**config.mk**
```make
export PLATFORM = sky130hd
export DESIGN_NAME = id_operand_stage_flat
export DESIGN_NICKNAME = d
export VERILOG_FILES = /design/src/rtl/id_operand_stage_if.sv /design/src/rtl/id_operand_stage.sv /design/src/flat_wrapper.sv
export SDC_FILE = /design/constraint.sdc
export NUM_CORES = 1
export LEC_CHECK = 0
export ABC_AREA = 1
export BUFFER_PORTS_ARGS = -buffer_cell sky130_fd_sc_hd__buf_2
export CAP_MARGIN = 30
export CORE_ASPECT_RATIO = 1.1
export CORE_MARGIN = 2
export CORE_UTILIZATION = 30
export CTS_CLUSTER_SIZE = 25
export DETAILED_ROUTE_END_ITERATION = 16
export PLACE_DENSITY = 0.53
export SLEW_MARGIN = 20
export SYNTH_ARGS = -nofsm -noshare
export SYNTH_HDL_FRONTEND = slang
export SYNTH_SLANG_ARGS = --single-unit
```
**constraint.sdc**
```tcl
create_clock -name clk -period 4.45 [get_ports clk]
set_clock_uncertainty 0.05 [all_clocks]
set_input_delay 0.445 -clock clk [delete_from_list [all_inputs] [get_ports clk]]
set_output_delay 0.445 -clock clk [all_outputs]
set_load 0.01 [all_outputs]
```
**src/rtl/id_operand_stage_if.sv**
```systemverilog
// ID/EX slot bundle: the operand stage drives the registered slot, EX returns ready.
interface id_operand_stage_if #(
    parameter int unsigned XLEN       = 32,
    parameter int unsigned REG_ADDR_W = 5
);
    logic                  out_valid;
    logic                  out_ready;
    logic [XLEN-1:0]       reg1_o;
    logic [XLEN-1:0]       reg2_o;
    logic [XLEN-1:0]       pc_o;
    logic [REG_ADDR_W-1:0] wd_o;
    logic                  wreg_o;

    modport master (
        output out_valid, reg1_o, reg2_o, pc_o, wd_o, wreg_o,
        input  out_ready
    );

    modport slave (
        input  out_valid, reg1_o, reg2_o, pc_o, wd_o, wreg_o,
        output out_ready
    );
endinterface

```
**src/rtl/id_operand_stage.sv**
```systemverilog
// Decode-stage operand fetch: regfile read, prioritised forwarding with load-use
// stall, and a registered ID/EX slot with valid/ready handshake.
module id_operand_stage #(
    parameter int unsigned XLEN       = 32,
    parameter int unsigned REG_ADDR_W = 5,
    parameter int unsigned NUM_FWD    = 2,
    parameter int unsigned CNT_W      = 16
) (
    input  logic                          clk,
    input  logic                          rst,
    input  logic                          in_valid,
    output logic                          in_ready,
    input  logic [XLEN-1:0]               pc_i,
    input  logic                          reg1_read_i,
    input  logic                          reg2_read_i,
    input  logic [REG_ADDR_W-1:0]         reg1_addr_i,
    input  logic [REG_ADDR_W-1:0]         reg2_addr_i,
    input  logic [XLEN-1:0]               imm_i,
    input  logic [REG_ADDR_W-1:0]         wd_i,
    input  logic                          wreg_i,
    output logic                          reg1_read_o,
    output logic                          reg2_read_o,
    output logic [REG_ADDR_W-1:0]         reg1_addr_o,
    output logic [REG_ADDR_W-1:0]         reg2_addr_o,
    input  logic [XLEN-1:0]               reg1_data_i,
    input  logic [XLEN-1:0]               reg2_data_i,
    input  logic [NUM_FWD-1:0]            fwd_wreg_i,
    input  logic [NUM_FWD*REG_ADDR_W-1:0] fwd_wd_i,
    input  logic [NUM_FWD*XLEN-1:0]       fwd_wdata_i,
    input  logic [NUM_FWD-1:0]            fwd_pending_i,
    input  logic                          flush_i,
    id_operand_stage_if.master            ex,
    output logic                          stallreq,
    output logic [CNT_W-1:0]              stall_cnt_o
);

    logic [XLEN-1:0]       op1, op2;
    logic                  hz1, hz2, hazard, slot_free;
    logic                  valid_q, valid_d;
    logic [XLEN-1:0]       reg1_q, reg1_d, reg2_q, reg2_d, pc_q, pc_d;
    logic [REG_ADDR_W-1:0] wd_q, wd_d;
    logic                  wreg_q, wreg_d;
    logic [CNT_W-1:0]      cnt_q, cnt_d;

    // Returns {hazard, value}; the first matching channel wins and decides the hazard.
    function automatic logic [XLEN:0] resolve(
        input logic                          rd,
        input logic [REG_ADDR_W-1:0]         addr,
        input logic [XLEN-1:0]               rdata,
        input logic [XLEN-1:0]               imm,
        input logic [NUM_FWD-1:0]            we,
        input logic [NUM_FWD*REG_ADDR_W-1:0] wd,
        input logic [NUM_FWD*XLEN-1:0]       wdata,
        input logic [NUM_FWD-1:0]            pend
    );
        logic            found;
        logic [XLEN-1:0] val;
        logic            hz;
        found = 1'b0;
        val   = rdata;
        hz    = 1'b0;
        if (!rd) begin
            val = imm;
        end else if (addr == '0) begin
            val = '0;
        end else begin
            for (int unsigned k = 0; k < NUM_FWD; k++) begin
                if (!found && we[k] && wd[k*REG_ADDR_W +: REG_ADDR_W] == addr) begin
                    found = 1'b1;
                    val   = wdata[k*XLEN +: XLEN];
                    hz    = pend[k];
                end
            end
        end
        return {hz, val};
    endfunction

    assign reg1_read_o = reg1_read_i;
    assign reg2_read_o = reg2_read_i;
    assign reg1_addr_o = reg1_addr_i;
    assign reg2_addr_o = reg2_addr_i;

    always_comb begin
        {hz1, op1} = resolve(reg1_read_i, reg1_addr_i, reg1_data_i, imm_i,
                             fwd_wreg_i, fwd_wd_i, fwd_wdata_i, fwd_pending_i);
        {hz2, op2} = resolve(reg2_read_i, reg2_addr_i, reg2_data_i, imm_i,
                             fwd_wreg_i, fwd_wd_i, fwd_wdata_i, fwd_pending_i);
    end

    assign hazard    = in_valid & (hz1 | hz2);
    assign slot_free = !valid_q | ex.out_ready;
    assign in_ready  = !flush_i & !hazard & slot_free;
    assign stallreq  = in_valid & !in_ready & !flush_i;

    always_comb begin
        valid_d = valid_q;
        reg1_d  = reg1_q;
        reg2_d  = reg2_q;
        pc_d    = pc_q;
        wd_d    = wd_q;
        wreg_d  = wreg_q;
        if (flush_i) begin
            valid_d = 1'b0;
        end else if (in_valid && in_ready) begin
            valid_d = 1'b1;
            reg1_d  = op1;
            reg2_d  = op2;
            pc_d    = pc_i;
            wd_d    = wd_i;
            wreg_d  = wreg_i;
        end else if (ex.out_ready) begin
            valid_d = 1'b0;
        end
        cnt_d = (stallreq && cnt_q != '1) ? cnt_q + CNT_W'(1) : cnt_q;
    end

    always_ff @(posedge clk or posedge rst) begin
        if (rst) begin
            valid_q <= 1'b0;
            reg1_q  <= '0;
            reg2_q  <= '0;
            pc_q    <= '0;
            wd_q    <= '0;
            wreg_q  <= 1'b0;
            cnt_q   <= '0;
        end else begin
            valid_q <= valid_d;
            reg1_q  <= reg1_d;
            reg2_q  <= reg2_d;
            pc_q    <= pc_d;
            wd_q    <= wd_d;
            wreg_q  <= wreg_d;
            cnt_q   <= cnt_d;
        end
    end

    assign ex.out_valid = valid_q;
    assign ex.reg1_o    = reg1_q;
    assign ex.reg2_o    = reg2_q;
    assign ex.pc_o      = pc_q;
    assign ex.wd_o      = wd_q;
    assign ex.wreg_o    = wreg_q;
    assign stall_cnt_o  = cnt_q;

endmodule

```
**src/flat_wrapper.sv**
```systemverilog
// flat-port wrapper written by rule: the top's interface ports become plain ports
module id_operand_stage_flat 
#(
    parameter int unsigned XLEN       = 32,
    parameter int unsigned REG_ADDR_W = 5,
    parameter int unsigned NUM_FWD    = 2,
    parameter int unsigned CNT_W      = 16
)
  (clk, rst, in_valid, in_ready, pc_i, reg1_read_i, reg2_read_i, reg1_addr_i, reg2_addr_i, imm_i, wd_i, wreg_i, reg1_read_o, reg2_read_o, reg1_addr_o, reg2_addr_o, reg1_data_i, reg2_data_i, fwd_wreg_i, fwd_wd_i, fwd_wdata_i, fwd_pending_i, flush_i, stallreq, stall_cnt_o, ex_out_valid, ex_reg1_o, ex_reg2_o, ex_pc_o, ex_wd_o, ex_wreg_o, ex_out_ready);
  id_operand_stage_if #(.XLEN(XLEN), .REG_ADDR_W(REG_ADDR_W)) ex_i ();
  input  logic clk;
  input  logic rst;
  input  logic in_valid;
  output logic in_ready;
  input  logic [XLEN-1:0] pc_i;
  input  logic reg1_read_i;
  input  logic reg2_read_i;
  input  logic [REG_ADDR_W-1:0] reg1_addr_i;
  input  logic [REG_ADDR_W-1:0] reg2_addr_i;
  input  logic [XLEN-1:0] imm_i;
  input  logic [REG_ADDR_W-1:0] wd_i;
  input  logic wreg_i;
  output logic reg1_read_o;
  output logic reg2_read_o;
  output logic [REG_ADDR_W-1:0] reg1_addr_o;
  output logic [REG_ADDR_W-1:0] reg2_addr_o;
  input  logic [XLEN-1:0] reg1_data_i;
  input  logic [XLEN-1:0] reg2_data_i;
  input  logic [NUM_FWD-1:0] fwd_wreg_i;
  input  logic [NUM_FWD*REG_ADDR_W-1:0] fwd_wd_i;
  input  logic [NUM_FWD*XLEN-1:0] fwd_wdata_i;
  input  logic [NUM_FWD-1:0] fwd_pending_i;
  input  logic flush_i;
  output logic stallreq;
  output logic [CNT_W-1:0] stall_cnt_o;
  output wire logic [$bits(ex_i.out_valid)-1:0] ex_out_valid;
  output wire logic [$bits(ex_i.reg1_o)-1:0] ex_reg1_o;
  output wire logic [$bits(ex_i.reg2_o)-1:0] ex_reg2_o;
  output wire logic [$bits(ex_i.pc_o)-1:0] ex_pc_o;
  output wire logic [$bits(ex_i.wd_o)-1:0] ex_wd_o;
  output wire logic [$bits(ex_i.wreg_o)-1:0] ex_wreg_o;
  input wire logic [$bits(ex_i.out_ready)-1:0] ex_out_ready;
  assign ex_out_valid = ex_i.out_valid;
  assign ex_reg1_o = ex_i.reg1_o;
  assign ex_reg2_o = ex_i.reg2_o;
  assign ex_pc_o = ex_i.pc_o;
  assign ex_wd_o = ex_i.wd_o;
  assign ex_wreg_o = ex_i.wreg_o;
  assign ex_i.out_ready = ex_out_ready;
  id_operand_stage #(.XLEN(XLEN), .REG_ADDR_W(REG_ADDR_W), .NUM_FWD(NUM_FWD), .CNT_W(CNT_W)) u_core (.clk(clk), .rst(rst), .in_valid(in_valid), .in_ready(in_ready), .pc_i(pc_i), .reg1_read_i(reg1_read_i), .reg2_read_i(reg2_read_i), .reg1_addr_i(reg1_addr_i), .reg2_addr_i(reg2_addr_i), .imm_i(imm_i), .wd_i(wd_i), .wreg_i(wreg_i), .reg1_read_o(reg1_read_o), .reg2_read_o(reg2_read_o), .reg1_addr_o(reg1_addr_o), .reg2_addr_o(reg2_addr_o), .reg1_data_i(reg1_data_i), .reg2_data_i(reg2_data_i), .fwd_wreg_i(fwd_wreg_i), .fwd_wd_i(fwd_wd_i), .fwd_wdata_i(fwd_wdata_i), .fwd_pending_i(fwd_pending_i), .flush_i(flush_i), .ex(ex_i), .stallreq(stallreq), .stall_cnt_o(stall_cnt_o));
endmodule
```
==> impl_metrics.py <==
metrics = {
    "outcome": {
        "outcome": "finished, final reports clean",
    },
    "critical_path": {
        "path_buf_inv": 5,
        "cp_cell_sequence": "buf_2 -> inv_2 -> nand2_1 -> nand2_1 -> nor2_1 -> nand3_2 -> clkinv_2 -> nand2_1 -> nand2_1 -> nand2_1 -> nand2_1 -> nand2_2 -> nand2_1 -> inv_1 -> nor3_1 -> buf_2",
        "arrival_ns": 2.55,
        "crit_path_end_kind": "output pin",
        "slowest_stage": "nand2_1",
        "cp_num_cells": 16,
        "max_stage_delay_ns": 0.41,
        "r2r_cells": 9,
        "worstPathMaxFanout": 33,
        "critPathLaunchType": "primary input",
        "critPathKind": "in2out",
        "critical_path.most_common_cell": "nand2_1",
        "critPathRequiredTime_ns": 3.95,
        "critical_path.top_delay_family": "simple AND/OR/NAND/NOR gates",
    },
    "pwr": {
        "ir_worst_vdd_mv": 0.1512,
        "pwr-share-seq": 0.382,
        "power_frac_clock": 0.357,
        "cellLeakagePower_nw": 5.630,
        "p_per_area_nw_per_um2": 348.8,
        "comb_power_share": 0.261,
        "internal_power_mw": 2.430,
        "power_mw": 3.644,
        "p_sw_mw": 1.215,
        "p_sw_frac": 0.3333,
    },
    "clock_network": {
        "clock_path_buffers": 2,
        "cts_root_buf": "clkbuf_16",
        "postCtsHoldBufs": 0,
        "cts_made_buffers": 17,
        "cts.clk_slew.worst_paths_ns": 0.06,
        "insertion_delay_ns": 0.41,
        "h-tree-depth": 4,
        "ctsResizeCount": 0,
        "clock-sinks": 119,
        "post-cts-setup-buffer-count": 0,
        "cts_tree": "built",
    },
    "route": {
        "drt_iter0_markers": 558,
        "first_pass_iters": 5,
        "wl_um": 29190,
        "vias": 8349,
        "drtAntennaViolNets": 0,
        "drc": 0,
        "routedWlPerCell_um": 16.32,
        "via_per_inst": 4.667,
    },
    "sta": {
        "setup_viol": 0,
        "fmax_mhz": 328.7,
        "final_hold_viol_count": 0,
        "period_minus_slack_ns": 3.043,
        "slew_headroom": 0.4700,
        "fin_crit_sh": 0.6837,
        "worst_slack_ns": 1.407,
        "rsz0062_at_grt": "false",
        "drv_slew": 0,
        "hold_slack_ns": 0.1301,
        "max_slew.worst_pin.slew_ns": 0.7950,
        "finalSetupTns_ns": 0,
    },
    "global_routing": {
        "grt_use_total": 0.2117,
        "grt_pass1_wl_um": 46020,
        "grt_max_degree": 62,
        "grt.overflow.total": 0,
        "antenna_found_initial": 6,
        "grt_pass1_vias": 8279,
    },
    "layout": {
        "syn2layout_area_growth_pct": 32.05,
        "postLayoutCoreUtil": 0.4021,
        "drive_above_1_share": 0.3652,
        "final_cells": 1789,
        "fin_area_um2": 10450,
        "layout.nets": 1650,
    },
    "floorplan": {
        "coreArea_um2": 25990,
        "die_area_um2": 27690,
        "top_level_ports": 362,
        "die_x_um": 158.8,
        "num_rows": 62,
        "initial_core_util": 0.3045,
        "die_h_um": 174.3,
    },
    "placement": {
        "portBuffers": 361,
        "dp_hpwl_um": 21790,
        "place_ws_ns": 1.395,
        "dp_cells": 1752,
        "placed_area_um2": 9879,
        "gp_congestion": 0.8752,
    },
    "yosys": {
        "yosysMostFrequentCell": "nand2_1",
        "ys_seq_area_frac": 0.3763,
        "synth_top_area_cell": "dfrtp_1",
        "synth_common_cells": "nand2_1, o21ai_0, nor2_1, dfrtp_1, inv_1",
        "synthTopCellsByArea": "dfrtp_1, o21ai_0, nand2_1",
        "synth-seq-cells": 119,
        "synth_area_um2": 7913,
        "synth_cells": 1096,
        "syn-mean-instance-area_um2": 7.220,
        "ys_types": 27,
        "postSynth.asyncResetShare": 1.000,
        "synthDominantCellAreaShare": 0.3763,
        "ys.flop_type": "dfrtp_1",
        "synth_edf_count": 0,
        "yosysWarningCount": 0,
        "syn_nets": 1326,
    },
    "run": {
        "maxCapViolations": 0,
    },
    "min_path": {
        "hold_class": "in2async",
    },
}
-- power groups by stage --
stage	Sequential [mW]	Combinational, mW	Clock [mW]
after floorplan	1.49	0.455	0
after global placement	1.41	0.955	0
after detailed placement	1.41	0.962	0
after CTS	1.40	0.964	1.35
after global routing	1.42	1.05	1.39
final	1.39	0.950	1.30
-- flip-flops by register name, summed over array words and instances, names as in the netlist --
signal / count
u_core.ex.out_valid: 1
u_core.ex.pc_o: 32
u_core.ex.reg1_o: 32
u_core.ex.reg2_o: 32
u_core.ex.wd_o: 5
u_core.ex.wreg_o: 1
u_core.stall_cnt_o: 16
-- cell type report --
cell class | count | area [µm²]
clock buffers | 20 | 446.7
clock inverters | 11 | 102.6
diodes | 5 | 12.51
repair buffers | 382 | 1989
well taps | 352 | 440.4
flip-flops and latches | 119 | 2978
inverters | 123 | 465.4
multi-input cells | 777 | 4014
fillers | 2803 | 15540
-- cells in the final DEF, fill, tap and decap left out --
cell / instances
a21oi_1: 67
xor2_1: 5
clkbuf_8: 1
nand2_2: 1
buf_4: 19
o211ai_1: 2
nand2_1: 223
dfrtp_1: 119
o21ai_0: 182
nand4_1: 22
nor2_1: 146
clkinv_4: 3
ha_1: 1
inv_2: 6
bufinv_16: 1
o21ai_2: 50
nand2_4: 50
xnor2_1: 1
inv_6: 1
o21ai_1: 1
clkinv_2: 4
nor3_1: 7
diode_2: 5
buf_12: 2
buf_2: 361
nand3_4: 1
nand3_1: 16
inv_4: 1
clkbuf_1: 2
clkinvlp_4: 3
nand3_2: 2
inv_1: 115
clkbuf_16: 17
-- cell families (layout without fill, tap and decap cells) --
family,Yosys count,count (layout),synth area share
other,0,5,0
AO/OA/AOI/OAI,302,302,0.2154
XOR/XNOR,6,6,0.006641
adder cells (fa/ha/maj),1,1,0.001581
buffers and inverters,200,536,0.1164
AND/OR/NAND/NOR,468,468,0.2837
flip-flops,119,119,0.3763
-- metal layers --
layer / wire [µm] / track usage
met5: 13 / 0
met4: 748 / 0.07454
met3: 1708 / 0.04534
met2: 14540 / 0.3726
met1: 12180 / 0.2553
-- worst paths after layout --
check | start | endpoint | slack (ns)
setup / recovery | reg2_addr_i[3] | stallreq | 1.41
hold / removal | rst | u_core.ex.pc_o[11] | 0.13
setup reg to reg | u_core.stall_cnt_o[0] | u_core.stall_cnt_o[15] | 2.31
hold reg to reg | u_core.ex.pc_o[25] | u_core.ex.pc_o[25] | 0.43
max in group asynchronous | rst | u_core.ex.reg2_o[22] | 3.21
min in group clk | pc_i[23] | u_core.ex.pc_o[23] | 0.22
Power figures use the tool's default switching activity.
